<file path="src/rtl/pipe_hilo_mdu_if.sv">
`default_nettype none
// ============================================================================
// Module      : pipe_hilo_mdu_if
// Description : Bundles the EX-stage issue bus, the WB-stage HI/LO read
//               selects and the MDU status/read-back signals. These are the
//               signals exchanged between the pipeline and pipe_hilo_mdu.
//   Signals   : estart  - issue strobe from EX (one cycle per instruction)
//               eop     - operation code (mult/multu/div/divu/mthi/mtlo)
//               ea, eb  - rs / rt operands
//               wmfhi   - WB-stage mfhi select
//               wmflo   - WB-stage mflo select
//               hilo_rd - HI/LO read data to the writeback mux
//               busy    - engine running (hazard unit stalls on it)
//               done    - one-cycle pulse when HI/LO take a mult/div result
//   Modports  : master - pipeline side; slave - MDU side
// Revision    : 1.0 - initial release
// ============================================================================
interface pipe_hilo_mdu_if #(
  parameter int WIDTH = 32
);
  logic             estart;
  logic [2:0]       eop;
  logic [WIDTH-1:0] ea;
  logic [WIDTH-1:0] eb;
  logic             wmfhi;
  logic             wmflo;
  logic [WIDTH-1:0] hilo_rd;
  logic             busy;
  logic             done;

  modport master (
    output estart, eop, ea, eb, wmfhi, wmflo,
    input  hilo_rd, busy, done
  );

  modport slave (
    input  estart, eop, ea, eb, wmfhi, wmflo,
    output hilo_rd, busy, done
  );
endinterface
`default_nettype wire

</file>
<file path="src/rtl/pipe_hilo_mdu.sv">
`default_nettype none
// ============================================================================
// Module      : pipe_hilo_mdu
// Description : HI/LO register unit with an iterative multiply/divide engine
//               for the pipelined MIPS CPU. Multiplication is shift-add and
//               division is restoring, both on operand magnitudes and one
//               bit per cycle; the sign is applied in a final FIX cycle.
//   Ports     : clk  - clock, all state changes on the rising edge
//               clrn - asynchronous, active-high reset
//               bus  - pipe_hilo_mdu_if.slave (issue, read selects,
//                      hilo_rd / busy / done)
//   Option    : define HILO_BYPASS_EN to forward the value being written to
//               HI/LO on the current edge straight to hilo_rd.
// Revision    : 1.0 - initial release
// ============================================================================
module pipe_hilo_mdu #(
  parameter int WIDTH = 32
) (
  input  wire logic       clk,
  input  wire logic       clrn,
  pipe_hilo_mdu_if.slave  bus
);

  localparam int CNT_W = (WIDTH > 1) ? $clog2(WIDTH) : 1;
  localparam logic [CNT_W-1:0] CNT_LAST = CNT_W'(WIDTH - 1);

  localparam logic [2:0] OP_MULT  = 3'b000;
  localparam logic [2:0] OP_MULTU = 3'b001;
  localparam logic [2:0] OP_DIV   = 3'b010;
  localparam logic [2:0] OP_DIVU  = 3'b011;
  localparam logic [2:0] OP_MTHI  = 3'b100;
  localparam logic [2:0] OP_MTLO  = 3'b101;

  typedef enum logic [1:0] {
    ST_IDLE = 2'd0,
    ST_MUL  = 2'd1,
    ST_DIV  = 2'd2,
    ST_FIX  = 2'd3
  } state_t;

  // --------------------------------------------------------------------------
  // State
  // --------------------------------------------------------------------------
  state_t             state_q,  state_d;
  logic [CNT_W-1:0]   count_q,  count_d;
  logic [WIDTH-1:0]   hi_q,     hi_d;
  logic [WIDTH-1:0]   lo_q,     lo_d;
  // MUL: {partial product high, multiplier shifting out / product low}
  // DIV: {partial remainder, dividend shifting out / quotient shifting in}
  logic [2*WIDTH-1:0] acc_q,    acc_d;
  // MUL: |multiplicand|   DIV: |divisor|
  logic [WIDTH-1:0]   opb_q,    opb_d;
  logic               is_div_q, is_div_d;
  logic               sq_q,     sq_d;
  logic               sr_q,     sr_d;
  logic               dz_q,     dz_d;
  logic [WIDTH-1:0]   araw_q,   araw_d;

  // --------------------------------------------------------------------------
  // Issue decode and operand magnitudes
  // --------------------------------------------------------------------------
  logic             w_issue;
  logic             w_op_mul;
  logic             w_op_div;
  logic             w_op_signed;
  logic             w_sa;
  logic             w_sb;
  logic [WIDTH-1:0] w_amag;
  logic [WIDTH-1:0] w_bmag;

  assign w_issue     = (state_q == ST_IDLE) && bus.estart;
  assign w_op_mul    = (bus.eop == OP_MULT) || (bus.eop == OP_MULTU);
  assign w_op_div    = (bus.eop == OP_DIV)  || (bus.eop == OP_DIVU);
  assign w_op_signed = (bus.eop == OP_MULT) || (bus.eop == OP_DIV);
  assign w_sa        = w_op_signed && bus.ea[WIDTH-1];
  assign w_sb        = w_op_signed && bus.eb[WIDTH-1];
  assign w_amag      = w_sa ? (~bus.ea + 1'b1) : bus.ea;
  assign w_bmag      = w_sb ? (~bus.eb + 1'b1) : bus.eb;

  // --------------------------------------------------------------------------
  // Iteration datapaths
  // --------------------------------------------------------------------------
  logic [WIDTH:0]   w_mul_sum;
  logic [WIDTH:0]   w_trial;
  logic [WIDTH:0]   w_diff;
  logic             w_ge;
  logic [WIDTH-1:0] w_rem_next;

  // Add the multiplicand when the current multiplier bit is set; the carry
  // out lands in the top bit after the right shift.
  assign w_mul_sum  = {1'b0, acc_q[2*WIDTH-1:WIDTH]}
                    + (acc_q[0] ? {1'b0, opb_q} : {(WIDTH+1){1'b0}});

  // Shift the next dividend bit into the partial remainder and try the
  // subtraction; the remainder is always below the divisor so it fits WIDTH.
  assign w_trial    = {acc_q[2*WIDTH-1:WIDTH], acc_q[WIDTH-1]};
  assign w_diff     = w_trial - {1'b0, opb_q};
  assign w_ge       = (w_trial >= {1'b0, opb_q});
  assign w_rem_next = w_ge ? w_diff[WIDTH-1:0] : w_trial[WIDTH-1:0];

  // --------------------------------------------------------------------------
  // Sign fix-up of the finished result
  // --------------------------------------------------------------------------
  logic [2*WIDTH-1:0] w_prod;
  logic [WIDTH-1:0]   w_quo;
  logic [WIDTH-1:0]   w_rem;
  logic [WIDTH-1:0]   w_fix_hi;
  logic [WIDTH-1:0]   w_fix_lo;

  assign w_prod = sq_q ? (~acc_q + 1'b1) : acc_q;
  assign w_quo  = sq_q ? (~acc_q[WIDTH-1:0] + 1'b1) : acc_q[WIDTH-1:0];
  assign w_rem  = sr_q ? (~acc_q[2*WIDTH-1:WIDTH] + 1'b1)
                       : acc_q[2*WIDTH-1:WIDTH];

  always_comb begin
    w_fix_hi = w_prod[2*WIDTH-1:WIDTH];
    w_fix_lo = w_prod[WIDTH-1:0];
    if (is_div_q) begin
      if (dz_q) begin
        // Divide by zero: quotient saturates, remainder is the raw dividend.
        w_fix_hi = araw_q;
        w_fix_lo = {WIDTH{1'b1}};
      end else begin
        w_fix_hi = w_rem;
        w_fix_lo = w_quo;
      end
    end
  end

  // --------------------------------------------------------------------------
  // Next-state logic
  // --------------------------------------------------------------------------
  always_comb begin
    state_d  = state_q;
    count_d  = count_q;
    hi_d     = hi_q;
    lo_d     = lo_q;
    acc_d    = acc_q;
    opb_d    = opb_q;
    is_div_d = is_div_q;
    sq_d     = sq_q;
    sr_d     = sr_q;
    dz_d     = dz_q;
    araw_d   = araw_q;

    case (state_q)
      ST_IDLE: begin
        if (w_issue) begin
          if (bus.eop == OP_MTHI) begin
            hi_d = bus.ea;
          end else if (bus.eop == OP_MTLO) begin
            lo_d = bus.ea;
          end else if (w_op_mul || w_op_div) begin
            count_d  = '0;
            is_div_d = w_op_div;
            sq_d     = w_sa ^ w_sb;
            sr_d     = w_sa;
            dz_d     = w_op_div && (bus.eb == '0);
            araw_d   = bus.ea;
            if (w_op_mul) begin
              acc_d   = {{WIDTH{1'b0}}, w_bmag};
              opb_d   = w_amag;
              state_d = ST_MUL;
            end else begin
              acc_d   = {{WIDTH{1'b0}}, w_amag};
              opb_d   = w_bmag;
              state_d = ST_DIV;
            end
          end
        end
      end

      ST_MUL: begin
        acc_d   = {w_mul_sum, acc_q[WIDTH-1:1]};
        count_d = count_q + CNT_W'(1);
        if (count_q == CNT_LAST) begin
          state_d = ST_FIX;
        end
      end

      ST_DIV: begin
        acc_d   = {w_rem_next, acc_q[WIDTH-2:0], w_ge};
        count_d = count_q + CNT_W'(1);
        if (count_q == CNT_LAST) begin
          state_d = ST_FIX;
        end
      end

      ST_FIX: begin
        hi_d    = w_fix_hi;
        lo_d    = w_fix_lo;
        count_d = '0;
        state_d = ST_IDLE;
      end

      default: begin
        state_d = ST_IDLE;
      end
    endcase
  end

  // --------------------------------------------------------------------------
  // State register
  // --------------------------------------------------------------------------
  always_ff @(posedge clk or posedge clrn) begin
    if (clrn) begin
      state_q  <= ST_IDLE;
      count_q  <= '0;
      hi_q     <= '0;
      lo_q     <= '0;
      acc_q    <= '0;
      opb_q    <= '0;
      is_div_q <= 1'b0;
      sq_q     <= 1'b0;
      sr_q     <= 1'b0;
      dz_q     <= 1'b0;
      araw_q   <= '0;
    end else begin
      state_q  <= state_d;
      count_q  <= count_d;
      hi_q     <= hi_d;
      lo_q     <= lo_d;
      acc_q    <= acc_d;
      opb_q    <= opb_d;
      is_div_q <= is_div_d;
      sq_q     <= sq_d;
      sr_q     <= sr_d;
      dz_q     <= dz_d;
      araw_q   <= araw_d;
    end
  end

  // --------------------------------------------------------------------------
  // Status and read-back
  // --------------------------------------------------------------------------
  assign bus.busy = (state_q != ST_IDLE);
  assign bus.done = (state_q == ST_FIX);

  logic [WIDTH-1:0] w_hi_view;
  logic [WIDTH-1:0] w_lo_view;

`ifdef HILO_BYPASS_EN
  // Forward whatever HI/LO will take on the coming edge.
  logic w_wr_mthi;
  logic w_wr_mtlo;
  assign w_wr_mthi = w_issue && (bus.eop == OP_MTHI);
  assign w_wr_mtlo = w_issue && (bus.eop == OP_MTLO);
  assign w_hi_view = w_wr_mthi ? bus.ea
                   : (state_q == ST_FIX) ? w_fix_hi : hi_q;
  assign w_lo_view = w_wr_mtlo ? bus.ea
                   : (state_q == ST_FIX) ? w_fix_lo : lo_q;
`else
  assign w_hi_view = hi_q;
  assign w_lo_view = lo_q;
`endif

  // mfhi wins when both selects are set.
  assign bus.hilo_rd = bus.wmfhi ? w_hi_view
                     : bus.wmflo ? w_lo_view
                     : {WIDTH{1'b0}};

endmodule
`default_nettype wire

</file>
<file path="src/flat_wrapper.sv">
// flat-port wrapper written by rule: the top's interface ports become plain ports
module pipe_hilo_mdu_flat 
#(
  parameter int WIDTH = 32
)
  (clk, clrn, bus_estart, bus_eop, bus_ea, bus_eb, bus_wmfhi, bus_wmflo, bus_hilo_rd, bus_busy, bus_done);
  pipe_hilo_mdu_if #(.WIDTH(WIDTH)) bus_i ();
  input  wire logic clk;
  input  wire logic clrn;
  input wire logic [$bits(bus_i.estart)-1:0] bus_estart;
  input wire logic [$bits(bus_i.eop)-1:0] bus_eop;
  input wire logic [$bits(bus_i.ea)-1:0] bus_ea;
  input wire logic [$bits(bus_i.eb)-1:0] bus_eb;
  input wire logic [$bits(bus_i.wmfhi)-1:0] bus_wmfhi;
  input wire logic [$bits(bus_i.wmflo)-1:0] bus_wmflo;
  output wire logic [$bits(bus_i.hilo_rd)-1:0] bus_hilo_rd;
  output wire logic [$bits(bus_i.busy)-1:0] bus_busy;
  output wire logic [$bits(bus_i.done)-1:0] bus_done;
  assign bus_i.estart = bus_estart;
  assign bus_i.eop = bus_eop;
  assign bus_i.ea = bus_ea;
  assign bus_i.eb = bus_eb;
  assign bus_i.wmfhi = bus_wmfhi;
  assign bus_i.wmflo = bus_wmflo;
  assign bus_hilo_rd = bus_i.hilo_rd;
  assign bus_busy = bus_i.busy;
  assign bus_done = bus_i.done;
  pipe_hilo_mdu #(.WIDTH(WIDTH)) u_core (.clk(clk), .clrn(clrn), .bus(bus_i));
endmodule
</file>
<file path="config.mk">
export PLATFORM = sky130hd
export DESIGN_NAME = pipe_hilo_mdu_flat
export DESIGN_NICKNAME = d
export VERILOG_FILES = /design/src/rtl/pipe_hilo_mdu_if.sv /design/src/rtl/pipe_hilo_mdu.sv /design/src/flat_wrapper.sv
export SDC_FILE = /design/constraint.sdc
export NUM_CORES = 1
export LEC_CHECK = 0
export ABC_AREA = 0
export CELL_PAD_IN_SITES_DETAIL_PLACEMENT = 1
export CELL_PAD_IN_SITES_GLOBAL_PLACEMENT = 1
export CORE_ASPECT_RATIO = 0.75
export CORE_MARGIN = 3
export CORE_UTILIZATION = 45
export CTS_CLUSTER_DIAMETER = 100
export DETAILED_ROUTE_END_ITERATION = 12
export PLACE_DENSITY_LB_ADDON = 0.1
export SETUP_SLACK_MARGIN = 0.05
export SYNTH_ARGS = -nofsm -noshare
export SYNTH_HDL_FRONTEND = slang
export SYNTH_SLANG_ARGS = --single-unit
</file>
<file path="constraint.sdc">
create_clock -name clk -period 13.6 [get_ports clk]
set_input_delay 2.72 -clock clk [delete_from_list [all_inputs] [get_ports clk]]
set_output_delay 2.72 -clock clk [all_outputs]
set_load 0.03 [all_outputs]
</file>
==> out/metrics.csv, run 1 <==
stage,metric,value,unit
sta,Worst Skew,0.0158,ns
critical_path,startpoint types,primary input,
global_route,initial antenna violation count,1,
clock_network,CTS H-tree depth,1,
power,total power draw,4.83,mW
critical_path,CP endpoint kind,primary output,
yosys,Synth Area in Adders,5.64,%
sta,RSZ-0062 raised after global routing,false,
global_route,gr usage total,35.0,%
clock_network,clk slew on worst S/H paths,0.06,ns
route,DRT iter0 DRCs,1921,
yosys,YS warnings,0,
critical_path,Critical Path Fanout Max,34,
clock_network,"Clk Latency, worst-skew pair",0.55,ns
power,Leak,8.20,nW
sta,Tcrit/Tclk final,64.1,%
yosys,Syn Area/Cell,7.82,um^2
die,Std-Cell Rows,61,
critical_path,critical path data required time,10.88,ns
die,die width,233,um
sta,relative slew slack,16.9,%
power,P per Cell Area,248,nW/um^2
sta,final worst path period need,8.72,ns
yosys,Cells after Synth,2219,
yosys,post-synthesis cell area,17300,um^2
clock_network,post-CTS sizing,0,
yosys,post-synth cell types,78,
final_layout,fill cell count,4602,
yosys,Compound-Gate Fraction of Synth Area,28.9,%
sta,Slew @ Worst Pin,1.24,ns
yosys,simple-gate share of the synthesized area,17.7,%
critical_path,Crit Path Category,in -> out,
clock_network,Max clock buf depth,3,
final_layout,ANT cells,0,
route,total iterations of the first detailed-routing run,5,
global_route,pin count of the biggest net entering global routing,96,
yosys,leading area contributor after synthesis,dfrtp_1,
die,die area,41000,um^2
sta,Final Max Slew Viols,0,
route,number of vias per cell,6.57,
yosys,Yosys top cell area share,29.3,%
die,IO Pins,106,
global_route,first-pass GRT wire length,111000,um
die,Die Ht,176,um
final_layout,"most common cell after layout, fill and taps aside",nand2_1,
placed_design,GPL Wtd Cong,0.957,
yosys,Yosys reg bits,203,
clock_network,CTS Buf Count,24,
route,Via Count,17900,
job,max cap viols,0,
die,Core Area,37600,um^2
run_status,status,"complete, no violations",
critical_path,CP Data Arrival Time,6.00,ns
route,"wirelength, routed",72900,um
yosys,Post-Syn Nets,2368,
final_layout,area grow syn2layout,12.3,%
clock_network,hold bufs inserted after CTS,0,
yosys,dominant synthesized flop cell,dfrtp_1,
clock_network,Root Driver,clkbuf_16,
power,worst vdd ir,0.000148,V
final_layout,most frequent cells in the layout,"nand2_1, o21ai_0, dfrtp_1, nor2_1, a21oi_1",
route,Antenna Nets Post-Route,0,
route,WL per Instance,26.7,um
clock_network,# clock sinks,203,
yosys,Synth Area in XOR/XNOR,8.89,%
global_route,total congestion overflow,0,
sta,setup TNS,0,ns
critical_path,R2R setup slack,8.14,ns
final_layout,share of layout cells above drive strength 1,5.89,%
yosys,largest family of logic cells by synthesized area,compound AO/OA/AOI/OAI gates,
placed_design,Port Buf Inserts,105,
clock_network,TritonCTS clock tree,yes,
yosys,sequential area share after synthesis,29.3,%
sta,final count of hold timing violations,0,
min_path,Hold Path Class,reg -> reg,
route,DRC viols,0,
yosys,post-synthesis async set-or-reset flop share,100,%
yosys,post-synthesis mux area share,4.03,%
final_layout,Nets,2355,
sta,fmax,115,MHz
yosys,Synth area leaders,"dfrtp_1, o21ai_0, xnor2_1, nand2_1, ha_1",
global_route,vias in the first global route,17700,
yosys,"EDFF count, synth",0,
placed_design,dpl hpwl,54900,um
clock_network,Post-CTS Setup Repair Bufs,0,
die,Initial Utilization,46.2,%
sta,final setup fails,0,
==> stage by stage <==
step	setup WS, ns	hold slack (ns)	std cells	instance area, um^2	utilization [%]
global route	4.67	0.505	2728	19500	51.9
global placement	5.14	0.465	2684	18600	49.6
CTS	4.91	0.484	2728	19500	51.9
finish	4.88	0.481	2728	19500	51.9
floorplan	5.34	0.441	2219	17300	-
detailed placement	4.92	0.470	2684	18600	49.6
==> metal layers <==
metal  GRT usage (%)  vias to the layer above  share of wire, %
met1            52.8                     9020                46
met5               0                        -             0.018
met4            9.69                        2               2.8
met3            6.26                      114               9.3
li1                -                     8006                 -
met2            50.9                      789                42
==> critical path, stage by stage <==
cell and delay (ns):
clkdlybuf4s50_1 1.06, nor2b_2 1.25, a22o_1 0.27, clkdlybuf4s50_1 0.69
==> synth_stat cells, types with 10 or more instances <==
library cell / count
xor2_1: 55
o21ai_0: 221
ha_1: 75
a22o_1: 34
dfrtp_1: 203
and3_1: 11
a21oi_1: 160
buf_1: 10
nor3_1: 36
nand2_1: 255
nand3_1: 43
o31ai_1: 26
a21o_1: 54
mux2_2: 29
a22oi_1: 61
and2_1: 13
a211oi_1: 13
a31oi_1: 22
nor2_1: 185
nand2b_1: 14
clkbuf_1: 148
nand4_1: 17
o21bai_1: 10
or3_1: 19
nor2b_1: 17
o211ai_1: 56
nor4_1: 11
inv_1: 82
mux2i_1: 36
o22ai_1: 39
xnor2_1: 121
or4_1: 12
==> report_power, final <==
part / internal [mW] / total, mW / switching [mW]
registers: 0.867 / 1.22 / 0.354
logic: 1.02 / 2.89 / 1.87
clock network: 0.435 / 0.720 / 0.285
==> sequential cells by signal (all words and copies together), names as in the netlist <==
name	count
u_core.araw_q	32
u_core.lo_q	32
u_core.hi_q	32
u_core.acc_q	64
u_core.dz_q	1
u_core.opb_q	32
u_core.is_div_q	1
u_core.sq_q	1
u_core.count_q	5
u_core.state_q	2
u_core.sr_q	1
==> logic make-up (layout without fill, tap and decap cells) <==
group           count (synthesis)  after routing
fa+ha+maj                      77             77
compound gates                780            780
xor+xnor                      176            176
flops                         203            203
simple gates                  665            665
mux                            66             66
buf+inv                       252            257
==> final cells by class <==
class | count | area (um^2) | area share (%)
inverters | 83 | 319 | 1.64
multi-input cells | 1764 | 11300 | 58.2
well taps | 504 | 631 | 3.24
flip-flops and latches | 203 | 5080 | 26.1
clock buffers | 34 | 699 | 3.59
clock inverters | 10 | 163 | 0.835
repair buffers | 130 | 1240 | 6.36
==> path summary, 6_finish.rpt <==
kind                                 start                end  depth (start not counted)
min                        u_core.opb_q[8]    u_core.opb_q[8]                          2
max in group asynchronous             clrn        u_core.sq_q                          3
min in group asynchronous             clrn  u_core.count_q[4]                          2
max reg2reg                u_core.acc_q[0]   u_core.acc_q[62]                         14
min reg2reg                u_core.opb_q[8]    u_core.opb_q[8]                          2
max                              bus_wmfhi    bus_hilo_rd[22]                          4
Note: power is estimated with default switching activity, not from simulation.
==> run 2, diff against run 1 <==
clock period = 8.06 ns   (was 13.6 ns; I/O delays follow)
==> out/metrics.csv, run 2 (synthesized netlist as in run 1, its figures left out) <==
stage,metric,value,unit,change
run_status,status,"complete, no violations",,
clock_network,Post-CTS Setup Repair Bufs,0,,unchanged
die,die width,233,um,unchanged
clock_network,clk slew on worst S/H paths,0.06,ns,about the same
critical_path,worst r2r src,u_core.acc_q[0],,
critical_path,startpoint types,primary input,,
power,Comb pwr share,59.6,%,-0.3 points
clock_network,# clock sinks,203,,unchanged
clock_network,CTS Buf Count,24,,unchanged
die,Die Ht,176,um,unchanged
placed_design,dpl hpwl,54100,um,-1.4%
clock_network,hold bufs inserted after CTS,0,,unchanged
sta,RSZ-0062 raised after global routing,false,,
sta,Worst Skew,0.0284,ns,+0.0126 ns
die,Initial Utilization,46.2,%,unchanged
sta,final setup fails,0,,unchanged
route,DRC viols,0,,unchanged
critical_path,CP Data Arrival Time,4.26,ns,-1.74 ns
die,die area,41000,um^2,unchanged
critical_path,Crit Path Category,in -> out,,
final_layout,area grow syn2layout,12.5,%,
route,WL per Instance,26.3,um,-1.5%
global_route,first-pass GRT wire length,110000,um,-0.73%
job,max cap viols,0,,unchanged
final_layout,share of layout cells above drive strength 1,6.15,%,+0.26 points
die,Core Area,37600,um^2,unchanged
placed_design,GPL Wtd Cong,0.953,,-0.48%
final_layout,max reg flops,64,,unchanged
critical_path,FF-to-FF End,u_core.acc_q[62],,
critical_path,Critical Path Fanout Max,34,,unchanged
sta,final worst path period need,5.87,ns,
clock_network,post-CTS sizing,0,,unchanged
min_path,worst hold path stage count,1,,-1
sta,setup TNS,0,ns,unchanged
clock_network,CTS H-tree depth,1,,unchanged
global_route,initial antenna violation count,1,,unchanged
sta,Tcrit/Tclk final,72.8,%,
clock_network,Root Driver,clkbuf_16,,
sta,Slew @ Worst Pin,1.24,ns,-0.00238 ns
route,Antenna Nets Post-Route,0,,unchanged
power,Leak,8.22,nW,+0.26%
die,IO Pins,106,,unchanged
power,worst vdd ir,0.000228,V,+54%
global_route,vias in the first global route,17600,,-0.91%
critical_path,crit path from,bus_wmfhi,,
route,"wirelength, routed",71900,um,-1.4%
route,number of vias per cell,6.53,,-0.71%
sta,hold slack,0.481,ns,+0.000242 ns
power,Net Sw Frac,51.8,%,-0.12 points
clock_network,"Clk Latency, worst-skew pair",0.56,ns,about the same
sta,fmax,170,MHz,
final_layout,Nets,2357,,+0.085%
final_layout,fill cell count,4582,,-0.43%
global_route,gr usage total,34.8,%,-0.20 points
route,Via Count,17800,,-0.60%
placed_design,Port Buf Inserts,105,,unchanged
power,Clk network pwr share,15.2,%,+0.3 points
sta,Final Max Slew Viols,0,,unchanged
critical_path,R2R depth,14,,unchanged
final_layout,Reg with most FFs,u_core.acc_q,,
clock_network,Max clock buf depth,3,,unchanged
power,Pint,3.93,mW,+69%
route,total iterations of the first detailed-routing run,7,,+2
die,Std-Cell Rows,61,,unchanged
power,P_sw,4.23,mW,+68%
min_path,hold_sp,u_core.opb_q[31],,
min_path,Hold Path Sink,u_core.opb_q[31],,
global_route,pin count of the biggest net entering global routing,98,,+2.1%
sta,final count of hold timing violations,0,,unchanged
route,DRT iter0 DRCs,1883,,-2.0%
final_layout,"most common cell after layout, fill and taps aside",nand2_1,,
critical_path,CP endpoint kind,primary output,,
critical_path,critical path data required time,6.45,ns,-4.43 ns
sta,relative slew slack,17.0,%,+0.17 points
power,sequential power share,25.2,%,about the same
final_layout,most frequent cells in the layout,"nand2_1, o21ai_0, dfrtp_1, nor2_1, a21oi_1",,
power,P per Cell Area,418,nW/um^2,+68%
min_path,Hold Path Class,reg -> reg,,
global_route,total congestion overflow,0,,unchanged
clock_network,TritonCTS clock tree,yes,,
critical_path,R2R setup slack,3.03,ns,-5.11 ns
## run 2: cell count changes in the layout (fill, tap and decap cells not counted), moves of 2 or more
cell | previous run | this run
clkbuf_1 | 5 | 1
buf_4 | 25 | 27
clkinv_2 | 2 | 5
clkinv_4 | 1 | 3
## run 2: routing by layer
| metal | global-route usage, % | vias up | part of all wire, % |
|---|---|---|---|
| met5 | 0 | - | 0.024 |
| met4 | 8.41 | 2 | 2.7 |
| met3 | 6.66 | 132 | 8.3 |
| met2 | 50.9 | 730 | 42 |
| met1 | 52.5 | 8950 | 47 |
| li1 | - | 8010 | - |
## run 2: worst max-delay path, stage by stage
cell             delay (ns)
clkdlybuf4s50_1        0.40
buf_4                  0.24
nor2b_2                0.99
a22o_1                 0.28
clkdlybuf4s50_1        0.71
## run 2: how the worst max path moves through the flow
stage / to / slack [ns] / cells past startpoint
finish: bus_hilo_rd[14] / 2.19 / 5
global route: bus_hilo_rd[14] / 2.00 / 5
CTS: bus_hilo_rd[14] / 2.19 / 5
floorplan: u_core.acc_q[0] / 0.91 / 1
detailed placement: bus_hilo_rd[27] / 2.27 / 5
global placement: bus_hilo_rd[14] / 2.39 / 5
## run 2: cell type report
class | count | area [um^2] | share of cell area [%]
antenna | 1 | 2.50 | 0.0128
clock buffer | 28 | 646 | 3.31
clock inverter | 16 | 233 | 1.19
inverter | 83 | 319 | 1.64
multi-input combinational | 1764 | 11300 | 58.1
sequential | 203 | 5080 | 26.0
tap | 504 | 631 | 3.23
timing repair buffer | 132 | 1250 | 6.43
## run 2: through the flow
step,worst slack [ns],instances,power (mW),utilization (%),instance area (um^2)
final,2.19,2731,8.15,52.0,19500
after global routing,2.00,2730,8.68,51.9,19500
after CTS,2.19,2730,8.02,51.9,19500
after detailed placement,2.27,2686,6.76,49.6,18600
after global placement,2.39,2686,6.59,49.6,18600
after floorplan,0.909,2219,5.16,-,17300
## run 2: power by group through the flow
| stage | clock network (mW) | registers [mW] | logic, mW |
|---|---|---|---|
| 2_1_floorplan | 0 | 1.70 | 3.46 |
| 5_1_grt | 1.29 | 2.09 | 5.30 |
| 6_report | 1.24 | 2.05 | 4.86 |
| 3_3_place_gp | 0 | 2.03 | 4.56 |
| 3_5_place_dp | 0 | 2.04 | 4.72 |
| 4_1_cts | 1.25 | 2.02 | 4.75 |
